### src/rtl/risc_controller.sv
// Instruction-side control unit: holds the IR, decodes it and drives the datapath via a Moore FSM.
// Latency: MOV imm 3, MOV reg/MVN/CMP 5, ADD/AND 6 edges from the s-sampling edge back to w=1.
// Backpressure: w=0 while busy; s and load are ignored until the FSM is back in WAIT.
module risc_controller #(
    parameter bit ILLEGAL_TRAP = 1'b0
) (
    input  logic        clk,
    input  logic        reset,
    input  logic        s,
    input  logic        load,
    input  logic [15:0] in,
    output logic        w,
    output logic [2:0]  readnum,
    output logic [2:0]  writenum,
    output logic [3:0]  vsel,
    output logic        loada,
    output logic        loadb,
    output logic        loadc,
    output logic        loads,
    output logic        asel,
    output logic        bsel,
    output logic [1:0]  shift,
    output logic [1:0]  ALUop,
    output logic        write,
    output logic [15:0] sximm8,
    output logic [15:0] sximm5
);

    typedef enum logic [2:0] {
        S_WAIT, S_DECODE, S_WR_IMM, S_GET_A, S_GET_B, S_ALU, S_WR_REG, S_HALT
    } state_t;

    typedef struct packed {
        logic       w;
        logic [2:0] readnum;
        logic [2:0] writenum;
        logic [3:0] vsel;
        logic       loada;
        logic       loadb;
        logic       loadc;
        logic       loads;
        logic       asel;
        logic       bsel;
        logic [1:0] shift;
        logic [1:0] aluop;
        logic       write;
    } ctrl_t;

    state_t      r_state;
    state_t      w_next;
    logic [15:0] r_ir;
    logic [15:0] w_ir_next;
    ctrl_t       r_ctrl;

    // Instruction classes decoded from the held IR
    logic w_is_alu;   // op 101: ADD/CMP/AND/MVN
    logic w_is_movi;
    logic w_is_movr;
    logic w_is_cmp;
    logic w_two_op;   // needs Rn fetched into A
    logic w_legal;

    assign w_is_alu  = (r_ir[15:13] == 3'b101);
    assign w_is_movi = (r_ir[15:13] == 3'b110) && (r_ir[12:11] == 2'b10);
    assign w_is_movr = (r_ir[15:13] == 3'b110) && (r_ir[12:11] == 2'b00);
    assign w_is_cmp  = w_is_alu && (r_ir[12:11] == 2'b01);
    assign w_two_op  = w_is_alu && (r_ir[12:11] != 2'b11);
    assign w_legal   = w_is_alu || w_is_movi || w_is_movr;

    // IR only accepts a new word while idle, so it is stable for the whole instruction
    assign w_ir_next = (r_state == S_WAIT && load) ? in : r_ir;

    // Moore output decode for a given state and instruction word
    function automatic ctrl_t ctrl_for(input state_t st, input logic [15:0] ir);
        ctrl_t c;
        c          = '0;
        c.vsel     = 4'b0001;
        c.w        = (st == S_WAIT);
        case (st)
            S_WR_IMM: begin
                c.vsel     = 4'b0100;
                c.writenum = ir[10:8];
                c.write    = 1'b1;
            end
            S_GET_A: begin
                c.readnum = ir[10:8];
                c.loada   = 1'b1;
            end
            S_GET_B: begin
                c.readnum = ir[2:0];
                c.loadb   = 1'b1;
            end
            S_ALU: begin
                c.shift = ir[4:3];
                c.aluop = (ir[15:13] == 3'b101) ? ir[12:11] : 2'b00;
                // MOV reg and MVN have no A operand: force it to zero
                c.asel  = (ir[15:13] == 3'b110) || (ir[12:11] == 2'b11);
                if (ir[15:13] == 3'b101 && ir[12:11] == 2'b01) begin
                    c.loads = 1'b1;
                end else begin
                    c.loadc = 1'b1;
                end
            end
            S_WR_REG: begin
                c.writenum = ir[7:5];
                c.write    = 1'b1;
            end
            default: ;
        endcase
        return c;
    endfunction

    // Next-state selection from current state, start and decoded instruction
    always_comb begin
        w_next = r_state;
        case (r_state)
            S_WAIT:   if (s) w_next = S_DECODE;
            S_DECODE: begin
                if (!w_legal)      w_next = ILLEGAL_TRAP ? S_HALT : S_WAIT;
                else if (w_is_movi) w_next = S_WR_IMM;
                else if (w_two_op)  w_next = S_GET_A;
                else                w_next = S_GET_B;
            end
            S_WR_IMM: w_next = S_WAIT;
            S_GET_A:  w_next = S_GET_B;
            S_GET_B:  w_next = S_ALU;
            S_ALU:    w_next = w_is_cmp ? S_WAIT : S_WR_REG;
            S_WR_REG: w_next = S_WAIT;
            S_HALT:   w_next = S_HALT;
            default:  w_next = S_WAIT;
        endcase
    end

    // State, IR and registered outputs; reset drops any pending write at once
    always_ff @(posedge clk or posedge reset) begin
        if (reset) begin
            r_state <= S_WAIT;
            r_ir    <= 16'h0000;
            r_ctrl  <= ctrl_for(S_WAIT, 16'h0000);
        end else begin
            r_state <= w_next;
            r_ir    <= w_ir_next;
            r_ctrl  <= ctrl_for(w_next, w_ir_next);
        end
    end

    assign w        = r_ctrl.w;
    assign readnum  = r_ctrl.readnum;
    assign writenum = r_ctrl.writenum;
    assign vsel     = r_ctrl.vsel;
    assign loada    = r_ctrl.loada;
    assign loadb    = r_ctrl.loadb;
    assign loadc    = r_ctrl.loadc;
    assign loads    = r_ctrl.loads;
    assign asel     = r_ctrl.asel;
    assign bsel     = r_ctrl.bsel;
    assign shift    = r_ctrl.shift;
    assign ALUop    = r_ctrl.aluop;
    assign write    = r_ctrl.write;
    assign sximm8   = {{8{r_ir[7]}}, r_ir[7:0]};
    assign sximm5   = {{11{r_ir[4]}}, r_ir[4:0]};

endmodule

### config.mk
export PLATFORM = sky130hd
export DESIGN_NAME = risc_controller
export DESIGN_NICKNAME = d
export VERILOG_FILES = /design/src/rtl/risc_controller.sv
export SDC_FILE = /design/constraint.sdc
export NUM_CORES = 1
export LEC_CHECK = 0
export BUFFER_PORTS_ARGS = -buffer_cell sky130_fd_sc_hd__buf_2
export CAP_MARGIN = 0
export CELL_PAD_IN_SITES_DETAIL_PLACEMENT = 1
export CELL_PAD_IN_SITES_GLOBAL_PLACEMENT = 1
export CORE_UTILIZATION = 37
export CTS_CLUSTER_DIAMETER = 100
export DETAILED_ROUTE_END_ITERATION = 10
export PLACE_DENSITY_LB_ADDON = 0.1
export SLEW_MARGIN = 20
export SYNTH_ARGS = -nofsm -noshare
export SYNTH_HDL_FRONTEND = slang
export SYNTH_SLANG_ARGS = --single-unit
### constraint.sdc
create_clock -name clk -period 1.8 [get_ports clk]
set_input_delay 0.18 -clock clk [delete_from_list [all_inputs] [get_ports clk]]
set_output_delay 0.18 -clock clk [all_outputs]
set_load 0.01 [all_outputs]
==> results of run 1 <==
-- area by class of cell --
class	count	area [um2]	share of cell area (%)
Clock buffer	6	82.58	3.392
Clock inverter	2	60.06	2.467
Inverter	14	52.55	2.158
Multi-Input combinational cell	87	698.2	28.67
Sequential cell	38	955.9	39.26
Tap cell	70	87.58	3.597
Timing Repair Buffer	88	498.0	20.45
-- where the power goes --
part | switching [mW] | internal, mW | leakage (nW)
Combinational | 1.27 | 1.02 | 0.700
Sequential | 0.287 | 1.19 | 0.475
Clock | 0.308 | 0.591 | 0.0714
Total | 1.86 | 2.81 | 1.25
-- logic make-up after synthesis --
family,count (synthesis),share of synthesized area (%)
buffers and inverters,54,17.50
DFF,38,48.66
and+or+nand+nor,37,11.94
AOI/OAI and AO/OA,31,12.77
muxes,16,8.940
other,1,0.1914
-- metal layers --
metal	up-vias	track usage, %	routed length, um
met4	0	6.289	61
met1	748	23.36	2156
li1	690	-	-
met3	8	4.016	232
met2	49	30.33	2484
met5	-	0	0
-- what timing repair did --
item	4_1_cts	5_1_grt
setup endpoints to repair	1	15
buffers inserted	0	5
resized for setup	0	7
endpoints found under the hold margin	0	0
pin swaps	1	5
-- through the flow --
step	TNS [ns]	total power, mW	setup slack, ns	cells
floorplan	0	3.177	0.1204	179
global placement	0	3.613	0.06937	292
detailed placement	0	3.700	0.02836	292
CTS	0	4.627	0.004379	300
global route	-0.2698	5.010	-0.04504	305
finish	0	4.670	0.04335	305
-- layout by cell type (no fill, tap or decap), types with 2 or more instances in the layout --
master,count
buf_2,70
dfrtp_1,34
buf_4,17
inv_1,14
nor2_1,10
mux2_1,8
mux2i_1,6
clkbuf_8,6
o21ai_0,5
and3_1,5
o31a_1,4
a22oi_1,3
nor4_1,3
o211ai_1,3
conb_1,3
nor2b_1,2
nand2_1,2
o21bai_1,2
and2_1,2
nand4b_1,2
a31oi_1,2
nor3b_1,2
bufinv_16,2
dfrtp_2,2
dfstp_2,2
-- sequential cells by signal (all words and copies together), names as in the netlist --
register  cells
readnum       3
w             1
loads         1
r_ir         16
asel          1
vsel          2
loada         1
shift         2
r_state       3
write         1
ALUop         2
loadb         1
writenum      3
loadc         1
-- worst min path at each step --
| stage | slack [ns] | start | end |
|---|---|---|---|
| CTS | 0.003 | reset | loadc |
| global route | 0.04 | reset | writenum[0] |
| detailed placement | 0.33 | reset | shift[1] |
| finish | -0.002 | reset | r_ir[13] |
| floorplan | 0.31 | in[3] | r_ir[3] |
| global placement | 0.31 | reset | shift[0] |
-- worst min-delay path, delay by kind of cell --
kind                   cells  cell delay (ns)
buffers and inverters      3             0.54
==> reports/qor.yml, run 1 <==
setup_path:
  rrSetupSlack_ns: 0.04
  endpoint: "asel"
  crit_path_end_kind: "flip-flop"
  cp.depth: 5
  r2r_cells: 5
  path_max_fanout: 7
  r2r_end: "asel"
  r2r-start: "r_state[0]"
  cp.required_ns: 2.02
  critPathArrivalTime_ns: 1.98
  critPathKind: "reg2reg"
  critPathTopFamily: "simple AND/OR/NAND/NOR gates"
  startpoint: "r_state[0]"
  slowest_stage: "dfrtp_1"
  slowest_delay_ns: 0.42
  worstPathCellList: "nor4b_4 > buf_12 > mux2_4 > o32a_1 > nor2_1"
  crit_buf_inv: 1
  startpoint_type: "flip-flop"
floorplanning:
  num_rows: 26
  die_h_um: 74.77
  core_area_um2: 5107
  die_w_um: 74.77
  start_util_pct: 38.36
  ios: 74
  die-area_um2: 5591
job:
  cap_viol_max_count: 0
sta:
  finalSetupViolCount: 0
  clock_skew_ns: 0.01088
  fin_crit_ns: 1.757
  hold_viol_final: 12
  rsz0062_at_grt: "true"
  drv_slew: 0
  holdWs_ns: -0.002260
  period_share_pct: 97.59
  fmax_ghz: 0.5693
power_and_ir_drop:
  peakVddDrop_mv: 0.7575
  p_leak_nw: 1.247
  p_per_area_nw_per_um2: 1918
synthesis:
  synth_cell_type_count: 43
  ys_seq_area_share_pct: 48.66
  synth_edf_count: 0
  ys_ff_latch: 38
  synthCells: 177
  yosys.area.top_type_share_pct: 45.98
  synth_common_cells: "buf_4, dfrtp_1, inv_1, nor2_1, mux2_1"
  avgSynthCellArea_um2: 11.07
  synth_area_leaders: "dfrtp_1, buf_4, mux2_1"
  syn-cell-area_um2: 1959
  synth_top_flop_cell: "dfrtp_1"
  synthArstFlopShare_pct: 100.0
  yosysWarningCount: 0
  yosysMostFrequentCell: "buf_4"
  synth_largest_area_cell: "dfrtp_1"
route:
  vias: 1495
  drtAntennaViolNets: 0
  drcViolationCount: 0
  drt_iter0_drc: 71
  firstDrtPassIters: 4
  wl_per_cell_um: 16.18
  routed_wl_um: 4935
  vias_per_cell: 4.902
layout:
  syn_to_final_growth_pct: 24.27
  num_antenna_cells: 0
  final_util_pct: 47.67
  fin_nets: 254
  drive_above_1_share_pct: 46.38
  fin_area_um2: 2435
  fillers: 598
clocking:
  numCtsBuffers: 5
  clockRootBuffer: "clkbuf_8"
  clk_pin_slew_worst_paths_ns: 0.08
  holdBufCountCts: 0
  clk_path_buf_depth: 2
  cts-htree-levels: 2
  cts_tree: "yes"
  clkLatencyLatePin_ns: 0.29
  cts.sinks: 38
grt:
  antenna_found_initial: 0
  track_usage_pct: 18.19
  grt_pass1_vias: 1452
  overflow: 0
  grt_max_degree: 39
  grt_pass1_wl_um: 7500
run_status:
  violations: "negative hold slack"
  outcome: "finished with violations"
placement:
  place_congestion: 0.8171
  hpwlAfterDp_um: 3622
  port_buffers: 70
  dpl_cell_area_um2: 2233
min_path:
  hold_path.class: "in2async"
No activity file was read; power rests on OpenSTA's default activity.
==> inputs of run 2 (changes only) <==
- CELL_PAD_IN_SITES_DETAIL_PLACEMENT: 1 -> unset
- CELL_PAD_IN_SITES_GLOBAL_PLACEMENT: 1 -> unset
- CORE_UTILIZATION: 37 -> 49
- CTS_CLUSTER_DIAMETER: 100 -> 50
- CTS_CLUSTER_SIZE: unset -> 24
- PLACE_DENSITY: unset -> 0.8
- PLACE_DENSITY_LB_ADDON: 0.1 -> unset
==> run 2 against run 1 <==
Net effect:
- the run now ends clean
- wire length decreased by 22%
- die area decreased by 24%
- final cell count decreased by 7.5%
- clock-buffer cell count increased by 1
- sequential share of layout area increased by 1.2 points
- final area decreased by 2.9%
- maximum frequency increased by 0.40%
- critical endpoint unchanged
- highest routed layer unchanged
==> reports/qor.yml, run 2 (synthesis results as in run 1) <==
run_status:
  outcome: "complete, no violations"
setup_path:
  critPathTopFamily: "simple AND/OR/NAND/NOR gates"
  slowest_stage: "dfrtp_1"
  path_max_fanout: 13
  crit_path_end_kind: "flip-flop"
  critPathArrivalTime_ns: 1.98
  critPathKind: "reg2reg"
  slowest_delay_ns: 0.41
  cp.required_ns: 2.03
  crit_buf_inv: 1
  startpoint_type: "flip-flop"
  worstPathCellList: "nor4b_4 > buf_12 > mux2_4 > o32a_1 > nor2_1"
grt:
  grtUsageMet3_pct: 6.597
  grt_pass1_vias: 1305
  overflow: 0
  antenna_found_initial: 0
  track_usage_pct: 19.57
  use_met1_pct: 22.91
  grt_max_degree: 39
  met2_usage_pct: 30.67
  grt_pass1_wl_um: 6078
  grt-busiest-layer: "met2"
floorplanning:
  die_w_um: 65.24
  die-area_um2: 4256
  num_rows: 22
  core_area_um2: 3744
  ios: 74
  start_util_pct: 52.34
  die_h_um: 65.24
route:
  vias_per_cell: 5.145
  drtAntennaViolNets: 0
  firstDrtPassIters: 5
  drcViolationCount: 0
  routed_wl_um: 3871
  wl_per_cell_um: 13.73
  drt_iter0_drc: 40
  vias: 1451
placement:
  port_buffers: 70
  place_ws_ns: 0.04318
  place_congestion: 0.8486
  dp_cells: 268
  hpwlAfterDp_um: 2771
layout:
  fin_nets: 253
  fillers: 322
  layout_commonest_cell: "buf_2"
  multiInputGateArea_um2: 706.9
  largest_reg_flops: 16
  num_antenna_cells: 0
  final-seq-area_um2: 955.9
  final_cell_mix: "buf_2, dfrtp_1, inv_1, buf_4, nor2_1"
  largest-register: "r_ir"
  syn_to_final_growth_pct: 20.63
  drive_above_1_share_pct: 45.73
  instances_no_fill: 282
sta:
  fmax_ghz: 0.5715
  period_share_pct: 97.20
  clock_skew_ns: 0.003623
  fin_crit_ns: 1.750
  drv_slew: 0
  fin_tns_setup_ns: 0
  hold_viol_final: 0
  finalSetupViolCount: 0
  setup_ws_ns: 0.05035
clocking:
  cts_tree: "yes"
  clk_pin_slew_worst_paths_ns: 0.07
  clkLatencyLatePin_ns: 0.29
  numCtsBuffers: 5
  clk_path_buf_depth: 2
  cts-htree-levels: 2
  cts.sinks: 38
  clockRootBuffer: "clkbuf_8"
min_path:
  hold_path.class: "in2reg"
power_and_ir_drop:
  p_per_area_nw_per_um2: 1802
  p_leak_nw: 1.224
  peakVddDrop_mv: 0.7103
  power_mw: 4.260
job:
  cap_viol_max_count: 0
[run 2: cell count changes in the layout (fill, tap and decap cells not counted), sizes merged]
cell	change
clkinv	+1
bufinv	-2
buf	-2
dlygate4sd3	+1
clkbuf	+1
[run 2: what timing repair did]
action,CTS,global route
buffers inserted,0,5
gates resized for setup,0,9
endpoints found under the hold margin,15,0
hold buffers,1,0
setup endpoints to repair,0,9
[run 2: where the power goes]
group	switching (mW)	total [mW]	leakage, nW	internal (mW)
clock network	0.282	0.591	0.0482	0.309
logic	1.19	2.20	0.700	1.02
registers	0.275	1.47	0.475	1.19
total	1.74	4.26	1.22	2.52
[run 2: final timing paths]
path / from / to / slack, ns / cells past startpoint
max: r_state[0] / asel / 0.05 / 5
min: in[4] / r_ir[4] / 0.11 / 2
max reg2reg: r_state[0] / asel / 0.05 / 5
min reg2reg: r_ir[0] / r_ir[0] / 0.53 / 1
max in group asynchronous: reset / vsel[0] / 0.92 / 4
min in group asynchronous: reset / shift[1] / 0.54 / 4
[run 2: per-layer routing]
metal / vias to the layer above / share of wire, %
met5: - / 0
met4: 0 / 2.0
met3: 7 / 6.7
met2: 59 / 49
met1: 697 / 42
li1: 688 / -
[run 2: final cells by class]
cell class,instances,share of cell area (%)
Inverter,14,2.223
Sequential cell,38,40.44
Multi-Input combinational cell,87,29.91
Timing Repair Buffer,87,21.02
Tap cell,48,2.541
Clock inverter,1,0.2118
Clock buffer,7,3.653
[run 2: metrics by stage]
| stage | utilization, % | hold WS, ns | cell area, um2 |
|---|---|---|---|
| floorplan | - | 0.3147 | 1967 |
| global placement | 58.52 | 0.3068 | 2191 |
| detailed placement | 58.52 | 0.3103 | 2191 |
| CTS | 61.23 | 0.1001 | 2292 |
| global route | 63.14 | 0.09923 | 2364 |
| finish | 63.14 | 0.1069 | 2364 |
